File: src/rtl/biquad8_pkg.sv
// Shared definitions for the biquad8 coefficient loader: FSM encoding and default coefficient width.
package biquad8_pkg;

  localparam int CW_DEFAULT = 18;

  typedef enum logic [2:0] {
    ST_IDLE,
    ST_SHIFT,
    ST_HOLD,
    ST_UPDATE,
    ST_DRAIN
  } state_t;

endpackage

File: src/rtl/biquad8_coeff_shadow.sv
// Host-written shadow store for biquad coefficients: one write port, one registered read port.
// Not reset; power-up contents are zero and survive rst_n.
module biquad8_coeff_shadow
  import biquad8_pkg::*;
#(
  parameter int DEPTH = 12,
  parameter int CW    = CW_DEFAULT
) (
  input  logic                       clk,
  input  logic                       we,
  input  logic [$clog2(DEPTH)-1:0]   waddr,
  input  logic [CW-1:0]              wdata,
  input  logic [$clog2(DEPTH)-1:0]   raddr,
  output logic [CW-1:0]              rdata
);

  logic [CW-1:0] mem [DEPTH] = '{default: '0};

  // Write-first forwarding so a write and a commit in the same cycle load the new value.
  always_ff @(posedge clk) begin
    if (we) begin
      mem[waddr] <= wdata;
    end
    if (we && (waddr == raddr)) begin
      rdata <= wdata;
    end else begin
      rdata <= mem[raddr];
    end
  end

endmodule

File: src/rtl/biquad8_coeff_loader.sv
// Loads shadow coefficients into the biquad DSP B cascade (shift on B1, latch into B2).
// Optional macro BIQUAD_BYPASS_ON_LOAD_EN requests IIR bypass during the load plus a drain period.
module biquad8_coeff_loader
  import biquad8_pkg::*;
#(
  parameter int NCOEFF      = 12,
  parameter int CW          = CW_DEFAULT,
  parameter int BYPASS_HOLD = 8
) (
  input  logic                        clk,
  input  logic                        rst_n,
  input  logic                        wr_i,
  input  logic [$clog2(NCOEFF)-1:0]   addr_i,
  input  logic [CW-1:0]               dat_i,
  input  logic                        commit_i,
  output logic                        busy_o,
  output logic                        done_o,
  output logic                        overrun_o,
  output logic [CW-1:0]               coeff_dat_o,
  output logic                        coeff_wr_o,
  output logic                        coeff_update_o,
  output logic                        bypass_o
);

  localparam int AW      = $clog2(NCOEFF);
  localparam int CNT_MAX = (NCOEFF > BYPASS_HOLD + 1) ? NCOEFF : BYPASS_HOLD + 1;
  localparam int CNTW    = $clog2(CNT_MAX);

  state_t          state_reg, state_next;
  logic [CNTW-1:0] cnt_reg, cnt_next;
  logic            busy_reg, busy_next;
  logic            done_reg, done_next;
  logic            overrun_reg, overrun_next;
  logic            coeff_wr_reg, coeff_wr_next;
  logic            coeff_update_reg, coeff_update_next;
  logic            fin_reg, fin_next;
  logic [CW-1:0]   coeff_dat_reg, coeff_dat_next;
  logic [AW-1:0]   rd_addr;
  logic [CW-1:0]   rd_data;
  logic            sh_we;
`ifdef BIQUAD_BYPASS_ON_LOAD_EN
  logic            bypass_reg, bypass_next;
`endif

  assign sh_we = wr_i && !busy_reg && (int'(addr_i) < NCOEFF);

  biquad8_coeff_shadow #(
    .DEPTH (NCOEFF),
    .CW    (CW)
  ) u_shadow (
    .clk   (clk),
    .we    (sh_we),
    .waddr (addr_i),
    .wdata (dat_i),
    .raddr (rd_addr),
    .rdata (rd_data)
  );

  always_ff @(posedge clk or negedge rst_n) begin
    if (!rst_n) begin
      state_reg        <= ST_IDLE;
      cnt_reg          <= '0;
      busy_reg         <= 1'b0;
      done_reg         <= 1'b0;
      overrun_reg      <= 1'b0;
      coeff_wr_reg     <= 1'b0;
      coeff_update_reg <= 1'b0;
      fin_reg          <= 1'b0;
      coeff_dat_reg    <= '0;
    end else begin
      state_reg        <= state_next;
      cnt_reg          <= cnt_next;
      busy_reg         <= busy_next;
      done_reg         <= done_next;
      overrun_reg      <= overrun_next;
      coeff_wr_reg     <= coeff_wr_next;
      coeff_update_reg <= coeff_update_next;
      fin_reg          <= fin_next;
      coeff_dat_reg    <= coeff_dat_next;
    end
  end

`ifdef BIQUAD_BYPASS_ON_LOAD_EN
  always_ff @(posedge clk or negedge rst_n) begin
    if (!rst_n) begin
      bypass_reg <= 1'b0;
    end else begin
      bypass_reg <= bypass_next;
    end
  end
  assign bypass_o = bypass_reg;
`else
  assign bypass_o = 1'b0;
`endif

  always_comb begin
    state_next        = state_reg;
    cnt_next          = cnt_reg;
    busy_next         = busy_reg;
    done_next         = 1'b0;
    overrun_next      = (wr_i || commit_i) && busy_reg;
    coeff_wr_next     = 1'b0;
    coeff_update_next = 1'b0;
    fin_next          = 1'b0;
    coeff_dat_next    = '0;
    rd_addr           = AW'(NCOEFF - 1);
`ifdef BIQUAD_BYPASS_ON_LOAD_EN
    bypass_next       = bypass_reg;
`endif

    // The sequence is retired one cycle after its last state so done_o trails the final strobe.
    if (fin_reg) begin
      busy_next = 1'b0;
      done_next = 1'b1;
    end

    case (state_reg)
      ST_IDLE: begin
        if (commit_i && !busy_reg) begin
          state_next = ST_SHIFT;
          cnt_next   = '0;
          busy_next  = 1'b1;
`ifdef BIQUAD_BYPASS_ON_LOAD_EN
          bypass_next = 1'b1;
`endif
        end
      end
      ST_SHIFT: begin
        coeff_wr_next  = 1'b1;
        coeff_dat_next = rd_data;
        state_next     = ST_HOLD;
      end
      ST_HOLD: begin
        coeff_dat_next = coeff_dat_reg;
        if (cnt_reg == CNTW'(NCOEFF - 1)) begin
          state_next = ST_UPDATE;
        end else begin
          cnt_next   = cnt_reg + 1'b1;
          rd_addr    = AW'(NCOEFF - 2 - int'(cnt_reg));
          state_next = ST_SHIFT;
        end
      end
      ST_UPDATE: begin
        coeff_update_next = 1'b1;
        cnt_next          = '0;
`ifdef BIQUAD_BYPASS_ON_LOAD_EN
        state_next        = ST_DRAIN;
`else
        state_next        = ST_IDLE;
        fin_next          = 1'b1;
`endif
      end
      ST_DRAIN: begin
`ifdef BIQUAD_BYPASS_ON_LOAD_EN
        if (cnt_reg == CNTW'(BYPASS_HOLD)) begin
          state_next  = ST_IDLE;
          bypass_next = 1'b0;
          fin_next    = 1'b1;
        end else begin
          cnt_next = cnt_reg + 1'b1;
        end
`else
        state_next = ST_IDLE;
`endif
      end
      default: state_next = ST_IDLE;
    endcase
  end

  assign busy_o         = busy_reg;
  assign done_o         = done_reg;
  assign overrun_o      = overrun_reg;
  assign coeff_wr_o     = coeff_wr_reg;
  assign coeff_update_o = coeff_update_reg;
  assign coeff_dat_o    = coeff_dat_reg;

endmodule
File: config.mk
export PLATFORM = sky130hd
export DESIGN_NAME = biquad8_coeff_loader
export DESIGN_NICKNAME = d
export VERILOG_FILES = /design/src/rtl/biquad8_pkg.sv /design/src/rtl/biquad8_coeff_shadow.sv /design/src/rtl/biquad8_coeff_loader.sv
export SDC_FILE = /design/constraint.sdc
export NUM_CORES = 1
export LEC_CHECK = 0
export ABC_CLOCK_PERIOD_IN_PS = 3700
export CAP_MARGIN = 20
export CORE_ASPECT_RATIO = 0.8
export CORE_UTILIZATION = 40
export DETAILED_ROUTE_END_ITERATION = 6
export SYNTH_ARGS = -nofsm -noshare
export SYNTH_HDL_FRONTEND = slang
export SYNTH_SLANG_ARGS = --single-unit
File: constraint.sdc
create_clock -name clk -period 3.7 [get_ports clk]
set_input_delay 0.74 -clock clk [delete_from_list [all_inputs] [get_ports clk]]
set_output_delay 0.74 -clock clk [all_outputs]
set_load 0.02 [all_outputs]
==> results of run 1 <==
[how the worst max path moves through the flow]
stage	start	end	slack (ns)	cells after the start
global route	flip-flop	coeff_dat_o[15]$_DFFE_PN0N_	1.22	4
detailed placement	wr_i	u_shadow.mem[0][10]$_DFFE_PP_	1.11	5
global placement	wr_i	u_shadow.mem[0][14]$_DFFE_PP_	1.14	5
finish	flip-flop	coeff_dat_o[15]$_DFFE_PN0N_	1.33	4
floorplan	wr_i	u_shadow.mem[0][0]$_DFFE_PP_	0.84	3
CTS	flip-flop	coeff_dat_o[0]$_DFFE_PN0N_	1.34	4
[critical path: stages, from the launching register on]
cell      delay [ns]
dfxtp_1         0.45
nand2b_1        0.68
o22ai_1         0.27
or4_1           0.58
a32o_1          0.28
[area by class of cell]
class / count / area, sq um
tap: 312 / 390
inverter: 4 / 15.0
timing repair buffer: 67 / 636
sequential: 249 / 7300
clock buffer: 38 / 694
clock inverter: 8 / 120
fill: 1985 / 12200
multi-input combinational: 286 / 2260
[power by group through the flow]
stage | Clock, uW | Combinational, uW | Sequential [uW]
2_1_floorplan | 0 | 916 | 3500
3_3_place_gp | 0 | 1460 | 3430
3_5_place_dp | 0 | 1490 | 3440
4_1_cts | 2550 | 1500 | 3380
5_1_grt | 2660 | 1610 | 3400
6_report | 2500 | 1490 | 3380
[stage by stage]
stage	instance area (sq um)	instances	util, %	power [uW]	worst slack, ns
global route	11400	964	48.3	7670	1.22
finish	11400	964	48.3	7360	1.33
CTS	11400	964	48.3	7430	1.34
detailed placement	10600	918	44.8	4930	1.11
global placement	10600	918	44.8	4890	1.14
floorplan	9740	571	-	4420	0.838
[per-layer routing]
| layer | vias to the layer above | share of wire (%) |
|---|---|---|
| li1 | 2363 | - |
| met2 | 152 | 47 |
| met4 | 0 | 2.2 |
| met3 | 31 | 4.9 |
| met5 | - | 0 |
| met1 | 2562 | 46 |
[cell usage in the layout, fill, tap and decap left out, types with 18 or more instances in the layout]
cell type,count
edfxtp_1,216
clkdlybuf4s50_1,48
or4_1,18
o22ai_1,18
a32o_1,18
buf_4,18
dfrtp_1,29
a22oi_1,18
nor2_1,42
mux2i_1,109
clkbuf_16,25
[cell families (layout without fill, tap and decap cells)]
| group | after synthesis | after routing | synth area share (%) |
|---|---|---|---|
| buf+inv | 36 | 117 | 2.34 |
| mux | 110 | 110 | 11.3 |
| other cells | 1 | 1 | 0.0385 |
| compound gates | 70 | 70 | 5.60 |
| fa+ha+maj | 6 | 6 | 0.771 |
| simple gates | 98 | 98 | 5.00 |
| xor+xnor | 1 | 1 | 0.0899 |
| flops | 249 | 249 | 74.9 |
==> impl_results.md, run 1 <==
- Synth Register Bits: 249
- Total Nets Final: approximately 670
- CTS Root Cell: clkbuf_16
- Number of global-route vias before repair: around 5200
- Gr usage total: between 10% and 20%
- Pins Over Slew Limit: 0
- Syn avg cell area: around 17 sq um
- Post-synth top cells: edfxtp_1, mux2i_1, nor2_1, dfrtp_1
- Avg WL per Cell: 20.5 um
- Post-cts repair resize count: 0
- # clock sinks: around 250
- Most common cell in the netlist: edfxtp_1
- Die W: 176 um
- Switching Share: 26.7%
- Combinational power share: around 20%
- Initial Util: about 41%
- Register area share after synthesis: 74.9%
- Critical path required time: around 4 ns
- Antenna diodes: 0
- Die height: roughly 140 um
- YS warnings: 0
- RR Endpoint: coeff_dat_o[15]$_DFFE_PN0N_
- CTS tree: yes
- WL final: between 15000 and 20000 um
- Mapped cell area: around 0.01 sq mm
- Global-route wire length before repair: 30600 um
- Share of power burned in registers: 45.9%
- Sw power: about 2000 uW
- I/O pin count: 50
- Via count: approximately 5100
- Clock buffer depth: 3
- Top post-synthesis cells by area: edfxtp_1, mux2i_1, dfrtp_1, nor2_1, a32o_1
- Hold path endpoint: done_o$_DFF_PN0_
- HP Start: fin_reg$_DFF_PN0_
- Post-CTS setup buffer count: 0
- Crit start category: flip-flop
- Hold path cells: 0
- Starting DRT DRC Count: a little over 400
- WHS: between 0.4 and 0.5 ns
- Cell row count: 50
- Clk_skew: roughly 0.014 ns
- Pwr/cell area: between 600 and 700 mW/mm^2
- Netlist cell types: 38
- Reg2Reg Depth: 4
- Slew HR: a little under half
- Leak Pwr: 0.00443 uW
- Fin crit share: 64.1%
- Max reg flops: around 220
- Clk pwr share: 33.9%
- Outcome: completed
- Post-Synthesis Cells: roughly 570
- Peak VDD IR: around 320 uV
- Synth area leader: edfxtp_1
- Synth Net Count: 603
- Reg2reg setup slack: roughly 1.3 ns
- Total negative setup slack: 0 ns
- Largest net degree at the start of global routing: between 50 and 60
- Hold Violations, Final: 0
- Endpoints failing setup: 0
- CP endpoint kind: flip-flop
- Total grt overflow: 0
- Final min period: 2.37 ns
- CP Class: flip-flop to flip-flop
- Worst Hold Class: flip-flop to flip-flop
- Port buffer count: between 40 and 50
- Most used DFF post-synth: edfxtp_1
- Worst-path maximum fanout: 18
- Post-synth EDFFs: approximately 220
- Arr. time, crit path: 2.79 ns
- Core area: ~0.024 sq mm
- GR Util met2: 26.4%
- Pre-Repair DR Iteration Count: 5
- Clk Latency, worst-skew pair: 0.52 ns
- Synth top area share: between 60% and 70%
- H-tree levels: 1
- RSZ-0062 raised after global routing: false
- Layout area overhead: 17.1%
- Fraction of layout cells with a size suffix above 1: about a tenth
- GRT Max-Usage Layer: met2
- Grt met1 use: a little under a quarter
- Total internal power: about 5400 uW
- Max-Cap Viols: 0
- M3 GR Usage: approximately 2.9%
- DR vias/cell: 5.30
- Initial antenna violation count: 0
- Worst-path clk slew: 0.06 ns
- CTS Buf Count: 25
- Synth async-reset ratio: 11.6%
- Placer Congestion: between 0.7 and 0.8
- Hold Buf Count CTS: 0
- DRC viols: 0
- Maximum clock rate: between 0.4 and 0.5 GHz
- Dpl hpwl: between 10000 and 15000 um
- Worst-Margin Slew: 0.813 ns
- Routed Antenna Nets: 0
- Die Area: around 0.025 sq mm
Power figures use the tool's default switching activity.
==> run 2, diff against run 1 <==
ABC_CLOCK_PERIOD_IN_PS = 2000   (was 3700)
clock period = 2 ns   (was 3.7 ns; I/O delays follow)
==> run 2 against run 1 <==
  * Non-clock buffer count is 28 higher
  * Setup slack worse by 1.3 ns
  * Register-to-register slack worse by 1.3 ns
  * Cell area up 4.9%
  * Clock skew grew 0.0024 ns
  * Wire length grew 2.0%
  * Fmax grew 20%
  * Sequential power is 83% higher
  * Final cell count is 2.7% higher
  * Global-route usage decreased by 0.10 points
  * Largest cell class unchanged
==> impl_results.md, run 2 (synthesis results as in run 1) <==
- Number of global-route vias before repair: 5376 (+4.0%)
- Commonest non-fill, non-tap cell in the layout: edfxtp_1
- Total negative setup slack: 0 ns (unchanged)
- Crit path cell chain: buf_12 -> buf_12 -> mux2i_2 -> o22ai_1 -> or4_1 -> a32o_1
- CP endpoint kind: flip-flop
- Port buffer count: 48 (unchanged)
- Total grt overflow: 0 (unchanged)
- # clock sinks: 249 (unchanged)
- H-tree levels: 1 (unchanged)
- Final min period: 1.98 ns (-0.391 ns)
- Gr usage total: 16.3% (-0.10 points)
- Layout area overhead: 22.9%
- Initial antenna violation count: 0 (unchanged)
- Outcome: completed
- Routed Antenna Nets: 0 (unchanged)
- Slew HR: 63.8% (+18 points)
- Total Nets Final: 693 (+4.2%)
- Leak Pwr: 0.00467 uW (+5.6%)
- Clk_skew: 0.0164 ns (+0.00236 ns)
- Clock buffer depth: 3 (unchanged)
- Critical path required time: 2.39 ns (-1.73 ns)
- CTS tree: yes
- DR vias/cell: 5.28 (-0.36%)
- Commonest non-fill, non-tap cells in the layout: edfxtp_1, mux2i_1, clkdlybuf4s50_1, nor2_1, dfrtp_1
- Die Area: 0.0250 sq mm (unchanged)
- DRC viols: 0 (unchanged)
- Cell row count: 50 (unchanged)
- Max reg flops: 216 (unchanged)
- Clk Latency, worst-skew pair: 0.51 ns (about the same)
- Die W: 176 um (unchanged)
- Pre-Repair DR Iteration Count: 5 (unchanged)
- CP max stage delay: 0.54 ns (-0.14 ns)
- Avg WL per Cell: 20.4 um (-0.65%)
- Maximum clock rate: 0.505 GHz (+20%)
- Worst Hold Class: primary input to asynchronous set/reset pin
- Worst-Margin Slew: 0.542 ns (-0.271 ns)
- Slowest cell on the critical path: or4_1
- Endpoints failing setup: 0 (unchanged)
- CTS Buf Count: 25 (unchanged)
- Global-route wire length before repair: 30700 um (+0.54%)
- Initial Util: 41.2% (unchanged)
- Worst-path maximum fanout: 6 (-12)
- Peak VDD IR: 549 uV (+74%)
- Pins Over Slew Limit: 0 (unchanged)
- Core area: 0.0236 sq mm (unchanged)
- Antenna diodes: 0 (unchanged)
- Dpl hpwl: 13100 um (+3.7%)
- I/O pin count: 50 (unchanged)
- Largest net degree at the start of global routing: 37 (-27%)
- Cell mode on critical path: buf_12
- Crit start category: flip-flop
- Worst-path clk slew: 0.06 ns (about the same)
- Arr. time, crit path: 2.37 ns (-0.42 ns)
- Max-Cap Viols: 0 (unchanged)
- Via count: 5227 (+2.3%)
- Placer Congestion: 0.783 (+1.2%)
- CTS Root Cell: clkbuf_16
- Delay-heaviest family, CP: simple AND/OR/NAND/NOR gates
- CP Class: flip-flop to flip-flop
- Die height: 142 um (unchanged)
- Fin crit share: 99.0% (+35 points)
- Hold Violations, Final: 0 (unchanged)
- Starting DRT DRC Count: 518 (+28%)
- Pwr/cell area: 1180 mW/mm^2 (+83%)
- Total power: 14200 uW (+93%)
- Fraction of layout cells with a size suffix above 1: 15.2% (+4.8 points)
- WL final: 20200 um (+2.0%)
- CP bufs+invs: 2 (+2)
-- run 2: area by class of cell --
cell class	count	area (sq um)
multi-input combinational	286	2280
sequential	249	7300
clock buffer	33	686
fill	1947	11700
clock inverter	11	155
timing repair buffer	95	1150
inverter	4	15.0
tap	312	390
-- run 2: path summary, 6_finish.rpt --
path | cells past startpoint | end | slack (ns)
hold reg to reg | 0 | done_o$_DFF_PN0_ | 0.40
min in group clk | 0 | done_o$_DFF_PN0_ | 0.40
max in group asynchronous | 2 | coeff_dat_o[12]$_DFFE_PN0N_ | 1.41
hold / removal | 2 | overrun_o$_DFF_PN0_ | 0.28
setup / recovery | 6 | coeff_dat_o[9]$_DFFE_PN0N_ | 0.02
setup reg to reg | 6 | coeff_dat_o[9]$_DFFE_PN0N_ | 0.02
-- run 2: power by group --
| part | internal, uW | switching [uW] |
|---|---|---|
| Sequential | 5960 | 209 |
| Clock | 2910 | 1840 |
| Combinational | 1580 | 1670 |
-- run 2: per-stage QoR --
step           worst slack (ns)  hold WS (ns)  util (%)  cell area [sq um]  cells
2_1_floorplan            -0.270         0.104         -               9770    571
5_1_grt                -0.00685         0.303      50.6              12000    990
3_5_place_dp             -0.180         0.401      46.4              11000    940
3_3_place_gp             -0.153         0.389      46.4              11000    940
4_1_cts                 -0.0218         0.281      50.2              11900    987
6_report                 0.0193         0.284      50.6              12000    990
-- run 2: routing by layer --
metal	GRT usage (%)	up-vias	part of all wire (%)
met5	0	-	0
met4	3.72	0	1.9
met3	2.65	28	4.8
met2	27.3	144	49
met1	22.3	2627	45
li1	-	2428	-
-- run 2: worst reg2reg max path, cell delays in order (launching register included) --
cell,delay (ns)
dfxtp_4,0.37
buf_12,0.13
buf_12,0.14
mux2i_2,0.24
o22ai_1,0.14
or4_1,0.54
a32o_1,0.29
-- run 2: what timing repair did --
item / in CTS / in global routing
buffers inserted: 2 / 2
gates cloned: 1 / 2
resized for setup: 2 / 14
hold buffers: 0 / 0
pin swaps: 0 / 2
setup endpoints to repair: 8 / 12
endpoints found under the hold margin: 0 / 0
